## config.mk

```make
export PLATFORM = sky130hd
export DESIGN_NAME = crossing_pipe
export DESIGN_NICKNAME = d
export VERILOG_FILES = /design/src/rtl/crossing_pkg.sv /design/src/rtl/crossing_stage.sv /design/src/rtl/crossing_pipe.sv
export SDC_FILE = /design/constraint.sdc
export NUM_CORES = 1
export LEC_CHECK = 0
export ABC_AREA = 1
export BUFFER_PORTS_ARGS = -buffer_cell sky130_fd_sc_hd__buf_4
export CAP_MARGIN = 10
export CELL_PAD_IN_SITES_DETAIL_PLACEMENT = 0
export CELL_PAD_IN_SITES_GLOBAL_PLACEMENT = 2
export CORE_MARGIN = 2
export CORE_UTILIZATION = 35
export DETAILED_ROUTE_END_ITERATION = 6
export HOLD_SLACK_MARGIN = 0.05
export PLACE_DENSITY = 0.91
export SYNTH_ARGS = -nofsm -noshare
export SYNTH_HDL_FRONTEND = slang
export SYNTH_HIERARCHICAL = 1
export SYNTH_SLANG_ARGS = --single-unit
```

## constraint.sdc

```tcl
create_clock -name clk -period 3.25 [get_ports clk]
set_input_delay 0.8125 -clock clk [delete_from_list [all_inputs] [get_ports clk]]
set_output_delay 0.8125 -clock clk [all_outputs]
set_load 0.02 [all_outputs]
```

## src/rtl/crossing_pkg.sv

```systemverilog
// Shared constants and the per-stage record carried down the crossing pipeline.
package crossing_pkg;

  localparam logic MODE_WRAP = 1'b0;
  localparam logic MODE_SAT  = 1'b1;

  localparam int W_DEF      = 8;
  localparam int STAGES_DEF = 3;
  // Record fields are sized for the widest supported W; bits above W stay zero.
  localparam int DATA_MAX   = 32;

  typedef struct packed {
    logic                valid;
    logic [DATA_MAX-1:0] a;
    logic [DATA_MAX-1:0] b;
    logic                mode;
    logic                sat;
  } stage_t;

endpackage

```

## src/rtl/crossing_stage.sv

```systemverilog
// One registered crossing stage: passes A through, replaces B with B + A
// (wrapping or unsigned-saturating), and accumulates the per-beat saturation flag.
module crossing_stage
  import crossing_pkg::*;
#(
  parameter int W      = W_DEF,
  parameter bit SAT_EN = 1'b1
) (
  input  logic   clk,
  input  logic   reset,
  input  stage_t up_i,
  input  logic   down_ready_i,
  output logic   ready_o,
  output stage_t stage_o
);

  stage_t              stage_d;
  stage_t              stage_q;
  logic [DATA_MAX-1:0] lim_s;
  logic [DATA_MAX:0]   sum_s;
  logic                mode_s;
  logic                sat_event_s;

  // Adder, saturation decision and load/hold of the stage record.
  always_comb begin
    lim_s       = {DATA_MAX{1'b1}} >> (DATA_MAX - W);
    mode_s      = SAT_EN ? up_i.mode : MODE_WRAP;
    sum_s       = {1'b0, up_i.b} + {1'b0, up_i.a};
    sat_event_s = (mode_s == MODE_SAT) && (sum_s > {1'b0, lim_s});
    ready_o     = !stage_q.valid || down_ready_i;
    stage_d     = stage_q;
    if (ready_o) begin
      stage_d.valid = up_i.valid;
      if (up_i.valid) begin
        stage_d.a    = up_i.a;
        stage_d.b    = sat_event_s ? lim_s : (sum_s[DATA_MAX-1:0] & lim_s);
        stage_d.mode = mode_s;
        stage_d.sat  = up_i.sat | sat_event_s;
      end else begin
        stage_d.a = stage_q.a;
      end
    end else begin
      stage_d.valid = stage_q.valid;
    end
  end

  // Stage register; reset discards any beat held here.
  always_ff @(posedge clk or posedge reset) begin
    if (reset) begin
      stage_q <= '0;
    end else begin
      stage_q <= stage_d;
    end
  end

  assign stage_o = stage_q;

endmodule

```

## src/rtl/crossing_pipe.sv

```systemverilog
// Pipelined crossing block: STAGES chained crossing stages with valid/ready
// flow control; out_b = in_b + STAGES*in_a, wrapped or saturated per beat.
module crossing_pipe
  import crossing_pkg::*;
#(
  parameter int W      = W_DEF,
  parameter int STAGES = STAGES_DEF,
  parameter bit SAT_EN = 1'b1
) (
  input  logic         clk,
  input  logic         reset,
  input  logic         in_valid,
  output logic         in_ready,
  input  logic [W-1:0] in_a,
  input  logic [W-1:0] in_b,
  input  logic         sat_mode,
  output logic         out_valid,
  input  logic         out_ready,
  output logic [W-1:0] out_a,
  output logic [W-1:0] out_b,
  output logic         out_sat,
  output logic         busy
);

  stage_t              head_s;
  stage_t              stage_s [STAGES];
  logic [STAGES-1:0]   ready_s;
  logic [STAGES-1:0]   valid_s;

  // Input port presented as the record upstream of stage 0.
  always_comb begin
    head_s       = '0;
    head_s.valid = in_valid;
    head_s.a     = DATA_MAX'(in_a);
    head_s.b     = DATA_MAX'(in_b);
    head_s.mode  = sat_mode;
    head_s.sat   = 1'b0;
  end

  for (genvar k = 0; k < STAGES; k++) begin : g_stage
    stage_t up_s;
    logic   down_ready_s;

    if (k == 0) begin : g_head
      assign up_s = head_s;
    end else begin : g_mid
      assign up_s = stage_s[k-1];
    end

    // The ready chain is combinational, so a full pipe can move every cycle.
    if (k == STAGES - 1) begin : g_tail
      assign down_ready_s = out_ready;
    end else begin : g_inner
      assign down_ready_s = ready_s[k+1];
    end

    crossing_stage #(
      .W      (W),
      .SAT_EN (SAT_EN)
    ) u_stage (
      .clk          (clk),
      .reset        (reset),
      .up_i         (up_s),
      .down_ready_i (down_ready_s),
      .ready_o      (ready_s[k]),
      .stage_o      (stage_s[k])
    );

    assign valid_s[k] = stage_s[k].valid;
  end

  assign in_ready  = ready_s[0];
  assign out_valid = stage_s[STAGES-1].valid;
  assign out_a     = stage_s[STAGES-1].a[W-1:0];
  assign out_b     = stage_s[STAGES-1].b[W-1:0];
  assign out_sat   = stage_s[STAGES-1].sat;
  assign busy      = |valid_s;

endmodule

```

==> flow_summary.json <==
{
  "start_util_pct": 35.6,
  "critPathRequiredTime_ns": 3.48,
  "dieArea_sq_mm": 0.0366,
  "antenna_found_initial": 0,
  "largest_reg_flops": 104,
  "crit_slowest_cell": "fa_1",
  "fmax_mhz": 353,
  "cp-end-kind": "flop",
  "cts.clk_slew.worst_paths_ns": 0.08,
  "reg2reg_slack_ns": 0.42,
  "clk_latency_ns": 0.35,
  "wl_mm": 33.8,
  "slowest_delay_ns": 0.45,
  "gp_congestion": 0.887,
  "core_sq_mm": 0.0345,
  "max-slew-margin-rel_pct": 55.6,
  "path_class": "reg -> reg",
  "setup_tns_ns": 0,
  "rsz0062_at_grt": "no",
  "drc_errors": 0,
  "nFillCells": 3963,
  "min_path_type": "reg -> reg",
  "grt_max_degree": 44,
  "finalCriticalPeriod_ns": 2.83,
  "firstDrtPassIters": 5,
  "path_common_cell": "nand2_1",
  "track_usage_pct": 19.2,
  "p_leak_nw": 8.42,
  "cp_max_fo": 9,
  "grt_overflow": 0,
  "syn_inst": 2216,
  "cts_tree": "yes",
  "cts_sinks": 104,
  "cts_resized": 0,
  "start_kind": "flop",
  "max-vdd-ir-drop_mv": 0.351,
  "power_density_mw_per_mm2": 581,
  "cts_buffers": 9,
  "h-tree-depth": 3,
  "rows": 68,
  "grt_pass1_wl_mm": 57.3,
  "status": "finished, final reports clean",
  "ioPinCount": 41,
  "chipHeight_microns": 191,
  "hold_viol": 0,
  "drv_cap": 0,
  "setup_viol": 0,
  "critPathArrivalTime_ns": 3.07,
  "crit_chain": "ha_1 > fa_1 > nand3_1 > nand3_2 > nand2_1 > nand2_1 > nand2_1 > nand2_1 > nand2_1 > nand2_1 > nand2_1 > nand2_1 > nor2_1 > nand2_1 > nor2_1 > nand3_2 > nand2_4 > a21oi_1",
  "avgViaCountPerCell": 4.41,
  "setup_ws_ns": 0.418,
  "clock_skew_ns": 0.0189,
  "worstMarginPinSlew_ns": 0.666,
  "io_buffers": 40,
  "final_antenna_net_count": 0,
  "avgSynthCellArea_sq_um": 5.54,
  "ctsHoldBuffers": 0,
  "dp_hpwl_mm": 29.5,
  "maxSlewViolCount": 0,
  "die_w_microns": 191,
  "cts_buffer_depth": 2,
  "cts_root_buf": "clkbuf_16",
  "grt_pass1_vias": 11900,
  "ys_warn_count": 6,
  "crit_buf_inv": 0,
  "syn_to_final_growth_pct": 10.0,
  "drive_above_1_share_pct": 4.30,
  "antenna_cells": 0,
  "nets": 2442,
  "pre_cts_slack_ns": 0.381,
  "via_count": 12300,
  "fin_crit_sh_pct": 87.1,
  "drtIter0Drc": 546,
  "routedWlPerCell_microns": 12.2,
  "postCtsSetupBuffers": 0,
  "path_delay_family": "simple AND/OR/NAND/NOR gates",
  "synth_area_sq_mm": 0.0123
}
[worst paths after layout]
path / startpoint / end / cells past startpoint
min in group asynchronous: reset / g_stage[2].u_stage/stage_o[34] / 2
min reg2reg: g_stage[1].u_stage/stage_o[48] / g_stage[1].u_stage/stage_o[48] / 2
max: g_stage[1].u_stage/stage_o[34] / g_stage[2].u_stage/stage_o[6] / 18
min: g_stage[1].u_stage/stage_o[48] / g_stage[1].u_stage/stage_o[48] / 2
max reg2reg: g_stage[1].u_stage/stage_o[34] / g_stage[2].u_stage/stage_o[6] / 18
max in group asynchronous: reset / g_stage[2].u_stage/stage_o[41] / 2
[final cells by class]
class	count	area [sq um]	area share [%]
Tap cell	455	569	4.21
Clock inverter	7	86.3	0.639
Multi-Input combinational cell	1745	8120	60.1
Inverter	415	1560	11.5
Clock buffer	9	225	1.67
Timing Repair Buffer	47	353	2.61
Sequential cell	104	2600	19.3
[per-stage QoR]
stage	hold WS [ns]	utilization (%)	area (sq um)	power, mW	cells
finish	0.485	39.1	13500	7.85	2782
detailed placement	0.470	38.2	13200	6.55	2766
CTS	0.492	39.1	13500	7.67	2782
global route	0.504	39.1	13500	8.75	2782
floorplan	0.453	-	12700	5.51	2334
global placement	0.468	38.2	13200	6.51	2766
[layout by cell type, fill, tap and decap left out, drive strengths merged, types with 3 or more instances in the layout]
cell	instances
nand2	1026
inv	416
nor2	205
conb	121
nand3	105
dfrtp	104
ha	96
a21oi	78
buf	47
nand4	30
xor2	21
nor3	14
and2	13
nand3b	10
clkbuf	9
o21ai	6
clkinv	6
xnor2	5
or2	4
and3	3
fa	3
[power breakdown]
group / internal [mW] / total, mW / switching (mW)
Combinational: 1.67 / 4.80 / 3.14
Sequential: 1.66 / 1.95 / 0.288
Clock: 0.560 / 1.10 / 0.538
[metal layers]
metal | track usage (%) | share of wire [%]
met3 | 1.45 | 2.5
met2 | 34.0 | 47
met5 | 0 | 0
met1 | 25.4 | 49
met4 | 4.38 | 1.5
[worst reg2reg max path, delay by kind of cell, from the launching register on]
family	cells	cell delay, ns
compound gates	1	0.08
fa+ha+maj	2	0.68
flops	1	0.42
simple gates	15	1.54
Note: power is estimated with default switching activity, not from simulation.
